<file path="config.mk">
export PLATFORM = sky130hd
export DESIGN_NAME = port_alloc_unsort
export DESIGN_NICKNAME = d
export VERILOG_FILES = /design/src/rtl/port_alloc_unsort_pkg.sv /design/src/rtl/port_alloc_unsort_rr_pick.sv /design/src/rtl/port_alloc_unsort.sv
export SDC_FILE = /design/constraint.sdc
export NUM_CORES = 1
export LEC_CHECK = 0
export ABC_AREA = 1
export BUFFER_PORTS_ARGS = -buffer_cell sky130_fd_sc_hd__clkbuf_2
export CORE_ASPECT_RATIO = 0.75
export CORE_MARGIN = 2
export CORE_UTILIZATION = 55
export DETAILED_ROUTE_END_ITERATION = 10
export PLACE_DENSITY = 0.82
export SYNTH_ARGS = -nofsm -noshare
export SYNTH_HDL_FRONTEND = slang
export SYNTH_HIERARCHICAL = 1
export SYNTH_SLANG_ARGS = --single-unit
</file>
<file path="constraint.sdc">
create_clock -name clk -period 20.7 [get_ports clk]
set_input_delay 4.14 -clock clk [delete_from_list [all_inputs] [get_ports clk]]
set_output_delay 4.14 -clock clk [all_outputs]
set_load 0.05 [all_outputs]
</file>
<file path="src/rtl/port_alloc_unsort_pkg.sv">
// port_alloc_unsort_pkg: shared constants, slot record and helpers for the BLESS port allocator
package port_alloc_unsort_pkg;
   localparam int NUM_PORT   = 5;
   localparam int TIME_WIDTH = 8;
   localparam int NCH        = NUM_PORT - 1;
   localparam int PERM_WIDTH = $clog2(NCH);
   localparam int CW         = $clog2(NCH + 1);
   localparam logic [PERM_WIDTH-1:0] PORT_N = 2'd0;
   localparam logic [PERM_WIDTH-1:0] PORT_E = 2'd1;
   localparam logic [PERM_WIDTH-1:0] PORT_S = 2'd2;
   localparam logic [PERM_WIDTH-1:0] PORT_W = 2'd3;
   typedef struct packed {
      logic                  vld;
      logic                  dfl;
      logic [PERM_WIDTH-1:0] port;
   } slot_t;
   function automatic logic [PERM_WIDTH-1:0] enc(input logic [NCH-1:0] oh);
      enc = '0;
      for (int i = 0; i < NCH; i++)
         if (oh[i]) enc = PERM_WIDTH'(i);
   endfunction
   function automatic logic [CW-1:0] popcnt(input logic [NCH-1:0] v);
      popcnt = '0;
      for (int i = 0; i < NCH; i++)
         popcnt = popcnt + CW'(v[i]);
   endfunction
   function automatic logic has_dup(input logic [NCH*PERM_WIDTH-1:0] d);
      has_dup = 1'b0;
      for (int i = 0; i < NCH; i++)
         for (int j = i + 1; j < NCH; j++)
            if (d[i*PERM_WIDTH +: PERM_WIDTH] == d[j*PERM_WIDTH +: PERM_WIDTH]) has_dup = 1'b1;
   endfunction
endpackage

</file>
<file path="src/rtl/port_alloc_unsort_rr_pick.sv">
// rr_pick: first available port scanning upward (mod NCH) from a start pointer
//   avail  in  NCH         ports still free
//   start  in  PERM_WIDTH  scan start position
//   grant  out NCH         one-hot chosen port (0 when none free)
//   found  out 1           some port was free
module rr_pick
   import port_alloc_unsort_pkg::*;
(
   input  logic [NCH-1:0]        avail,
   input  logic [PERM_WIDTH-1:0] start,
   output logic [NCH-1:0]        grant,
   output logic                  found
);
   logic [PERM_WIDTH-1:0] idx;
   // Scan farthest-first so the position nearest to start is written last and wins;
   // the pointer sum wraps naturally because NCH is a power of two.
   always_comb begin
      grant = '0;
      idx   = '0;
      for (int k = NCH - 1; k >= 0; k--) begin
         idx = start + PERM_WIDTH'(k);
         if (avail[idx]) grant = NCH'(1) << idx;
      end
      found = |avail;
   end
endmodule

</file>
<file path="src/rtl/port_alloc_unsort.sv">
// port_alloc_unsort: oldest-first output port allocation, unsorted back to input channels
//   clk, reset              clock; asynchronous active-low reset
//   in_valid/in_ready       rank slot handshake (in_ready = !out_valid | out_ready)
//   rank_dir, rank_ppv      per-rank channel index and productive port vector, rank 0 oldest
//   flit_vld                per input channel: channel carries a flit
//   out_valid/out_ready     registered result handshake
//   out_port, out_flit_vld, out_deflect  per-channel result in input order
//   defl_cnt                saturating deflected-flit count
//   perm_err                sticky: rank_dir held a duplicate channel index
module port_alloc_unsort
   import port_alloc_unsort_pkg::*;
#(
   parameter int DCNT_WIDTH = 16
) (
   input  logic                      clk,
   input  logic                      reset,
   input  logic                      in_valid,
   output logic                      in_ready,
   input  logic [NCH*PERM_WIDTH-1:0] rank_dir,
   input  logic [NCH*NCH-1:0]        rank_ppv,
   input  logic [NCH-1:0]            flit_vld,
   output logic                      out_valid,
   input  logic                      out_ready,
   output logic [NCH*PERM_WIDTH-1:0] out_port,
   output logic [NCH-1:0]            out_flit_vld,
   output logic [NCH-1:0]            out_deflect,
   output logic [DCNT_WIDTH-1:0]     defl_cnt,
   output logic                      perm_err
);
   logic [NCH-1:0]            av   [NCH];
   logic [NCH-1:0]            pr   [NCH];
   logic [NCH-1:0]            req  [NCH];
   logic [NCH-1:0]            gnt  [NCH];
   logic [PERM_WIDTH-1:0]     st   [NCH];
   logic [PERM_WIDTH-1:0]     dir  [NCH];
   slot_t                     slot [NCH];
   logic [NCH-1:0]            fnd, sdfl;
   logic [PERM_WIDTH-1:0]     rr_ptr;
   logic [NCH*PERM_WIDTH-1:0] n_port;
   logic [NCH-1:0]            n_fv, n_df;
   logic [DCNT_WIDTH:0]       sum;
   logic                      acc;
   // One picker per rank: productive ports are taken lowest-bit-first (start 0),
   // otherwise any free port is taken round-robin from rr_ptr.
   for (genvar r = 0; r < NCH; r++) begin : g_rank
      if (r == 0) begin : g_first
         assign av[r] = '1;
      end else begin : g_next
         assign av[r] = slot[r-1].vld ? av[r-1] & ~gnt[r-1] : av[r-1];
      end
      assign dir[r]  = rank_dir[r*PERM_WIDTH +: PERM_WIDTH];
      assign pr[r]   = rank_ppv[r*NCH +: NCH] & av[r];
      assign req[r]  = |pr[r] ? pr[r] : av[r];
      assign st[r]   = |pr[r] ? '0 : rr_ptr;
      rr_pick u_pick (
         .avail (req[r]),
         .start (st[r]),
         .grant (gnt[r]),
         .found (fnd[r])
      );
      assign slot[r] = '{vld: flit_vld[dir[r]] & fnd[r], dfl: ~|pr[r], port: enc(gnt[r])};
      assign sdfl[r] = slot[r].vld & slot[r].dfl;
   end
   // Inverse permutation; ascending rank order lets the younger rank win a duplicated channel.
   always_comb begin
      n_port = '0;
      n_fv   = '0;
      n_df   = '0;
      for (int i = 0; i < NCH; i++)
         if (slot[i].vld) begin
            n_port[dir[i]*PERM_WIDTH +: PERM_WIDTH] = slot[i].port;
            n_fv[dir[i]] = 1'b1;
            n_df[dir[i]] = slot[i].dfl;
         end
   end
   assign in_ready = ~out_valid | out_ready;
   assign acc      = in_valid & in_ready;
   assign sum      = (DCNT_WIDTH+1)'(defl_cnt) + (DCNT_WIDTH+1)'(popcnt(sdfl));
   always_ff @(posedge clk or negedge reset)
      if (!reset) begin
         out_valid    <= 1'b0;
         out_port     <= '0;
         out_flit_vld <= '0;
         out_deflect  <= '0;
         defl_cnt     <= '0;
         perm_err     <= 1'b0;
         rr_ptr       <= '0;
      end else begin
         if (in_ready) out_valid <= in_valid;
         if (acc) begin
            out_port     <= n_port;
            out_flit_vld <= n_fv;
            out_deflect  <= n_df;
            defl_cnt     <= sum[DCNT_WIDTH] ? '1 : sum[DCNT_WIDTH-1:0];
            rr_ptr       <= rr_ptr + PERM_WIDTH'(|sdfl);
            perm_err     <= perm_err | has_dup(rank_dir);
         end
      end
endmodule

</file>
==> impl_metrics.ini <==
[drt]
via_per_inst = 5.32
drtIter0Drc = 485
drc_errors = 0
postRouteAntennaNets = 0
wl_um = 14000
dr.pass1.iters = 6
wl_per_cell_um = 13.3
via_count = 5588

[setup_path]
critical_path_class = input port to flip-flop
cp_slowest_cell = nor3_1
startpoint = rank_ppv[2]
crit_path_frequent_cell = inv_1
critPathMaxStageDelay_ns = 0.74
timing.critical_path.to_type = flip-flop
cp-endpoint = defl_cnt[0]$_DFFE_PN0P_
startpoint_type = input port
r2r_end = defl_cnt[0]$_DFFE_PN0P_
required_ns = 20.88
r2r_start = rr_ptr[1]$_DFFE_PN0P_
rrSetupSlack_ns = 9.95
reg2reg_depth = 59
critPathArrivalTime_ns = 14.85
crit_fanout = 12

[cells_and_area]
fin_nets = 1017
drive_gt1_share_pct = 15.6
final_cell_mix = 224 x nand2_1, 122 x inv_1, 102 x nand3_1
design_area_mm2 = 0.00597
diodes = 0
area_delta_synth_final_pct = 10.5
instances_no_fill = 1050
mostFrequentLayoutCell = nand2_1
fin_util_pct = 62.0

[sta]
max_clock_freq_mhz = 68.1
fin_crit_ns = 14.67
setup_viol = 0
maxSlewHeadroom_pct = 38.2
worst_pin_slew_ns = 0.920
grt_setup_unrepaired = false
hold_viol = 0
setup_tns_ns = 0
fin_worst_skew_ns = 0.00577
drv_slew = 0
min_period_over_period_pct = 70.9

[synthesis]
syn-instance-count = 856
yosys_warnings = 6
synthesis.area_mm2 = 0.00540
synth_nets = 955
synth.avg_cell_area_um2 = 6.31

[clock_network]
clkTransAtPathRegs_ns = 0.05
cts.htree.levels = 2
cts_max_path_buffers = 2
cts_buffers = 5
cts_tree = yes
clockRootBuffer = clkbuf_16
cts_setup_buffers = 0
holdBufCountCts = 0
clock_latency_ns = 0.28
cts.sinks = 36
cts_resized = 0

[global_routing]
antenna_found_initial = 0
grt_util_met3_pct = 3.93
grt_max_degree = 37
top_usage_layer = met1
gr-usage-met2_pct = 39.9
grt_overflow_total = 0
grt_pass1_wl_um = 23900
grt_use_total_pct = 26.8
grt_pass1_vias = 5001
gr-usage-met1_pct = 41.4

[run]
drv_cap = 0

[hold_path]
hold_depth = 2
hold_class = flip-flop to flip-flop

[power]
comb_power_share_pct = 64.5
vdd_drop_max_mv = 0.0577
pwr_density_cell_mw_per_mm2 = 77.2
switching_share_pct = 54.4
p_int_uw = 210
p_clk_share_pct = 15.5
power.net_switching_uw = 251
p_leak_uw = 0.00329
p_total_uw = 461
pwr-share-seq_pct = 20.0

[die]
die_h_um = 89.8
ios = 67
start_util_pct = 56.1
rows = 31
die_area_mm2 = 0.0106
fp.dieW_um = 118
coreArea_mm2 = 0.00962

[placed_design]
place.gp.congestion = 1.00
placed_area_mm2 = 0.00583
port_buffers = 66
dp.cells = 1043
dp_hpwl_um = 11300

[run_status]
run_status = complete, no violations
layer usage:
layer  up-vias  part of all wire, %
met5         -                    0
met4         0                 0.88
met3        16                  8.1
met2       214                   42
met1      2502                   49
li1       2856                    -
worst max-delay path, delay by kind of cell:
kind                     cells  cell delay, ns
AO/OA/AOI/OAI                4            0.66
AND/OR/NAND/NOR             37            6.56
buffers and inverters       15            1.93
adder cells (fa/ha/maj)      5            1.55
metrics by stage:
step | worst slack, ns | hold WS [ns]
final | 6.03 | 0.505
after global placement | 6.33 | 0.475
after CTS | 6.20 | 0.513
after detailed placement | 5.93 | 0.497
after global routing | 4.82 | 0.520
after floorplan | 7.56 | 0.553
worst min path at each step:
stage                                      end                       start  slack (ns)
floorplan                rr_ptr[1]$_DFFE_PN0P_       rr_ptr[1]$_DFFE_PN0P_        0.55
global placement          perm_err$_DFFE_PN0P_        perm_err$_DFFE_PN0P_        0.47
detailed placement        perm_err$_DFFE_PN0P_        perm_err$_DFFE_PN0P_        0.50
CTS                 out_deflect[1]$_DFFE_PN0P_  out_deflect[1]$_DFFE_PN0P_        0.51
global route              perm_err$_DFFE_PN0P_        perm_err$_DFFE_PN0P_        0.52
finish              out_deflect[1]$_DFFE_PN0P_  out_deflect[1]$_DFFE_PN0P_        0.51
state kept, by name (all words and copies together) (netlist names):
name          cells
perm_err          1
out_valid         1
defl_cnt         16
rr_ptr            2
out_port          8
out_deflect       4
out_flit_vld      4
power groups by stage:
stage | clock (uW) | combinational (uW) | sequential, uW
6_report | 71.6 | 297 | 92.0
5_1_grt | 74.7 | 334 | 94.0
4_1_cts | 71.6 | 293 | 92.0
3_5_place_dp | 0 | 292 | 93.1
3_3_place_gp | 0 | 289 | 92.8
2_1_floorplan | 0 | 192 | 129
final cells by class:
type                       count  area, um2
multi-input combinational    666       3900
tap                          132        165
inverter                     143        542
fill                         936       3650
clock inverter                 1       5.00
timing repair buffer          66        330
sequential                    36        901
clock buffer                   6        129
(Power assumes the default switching activity.)
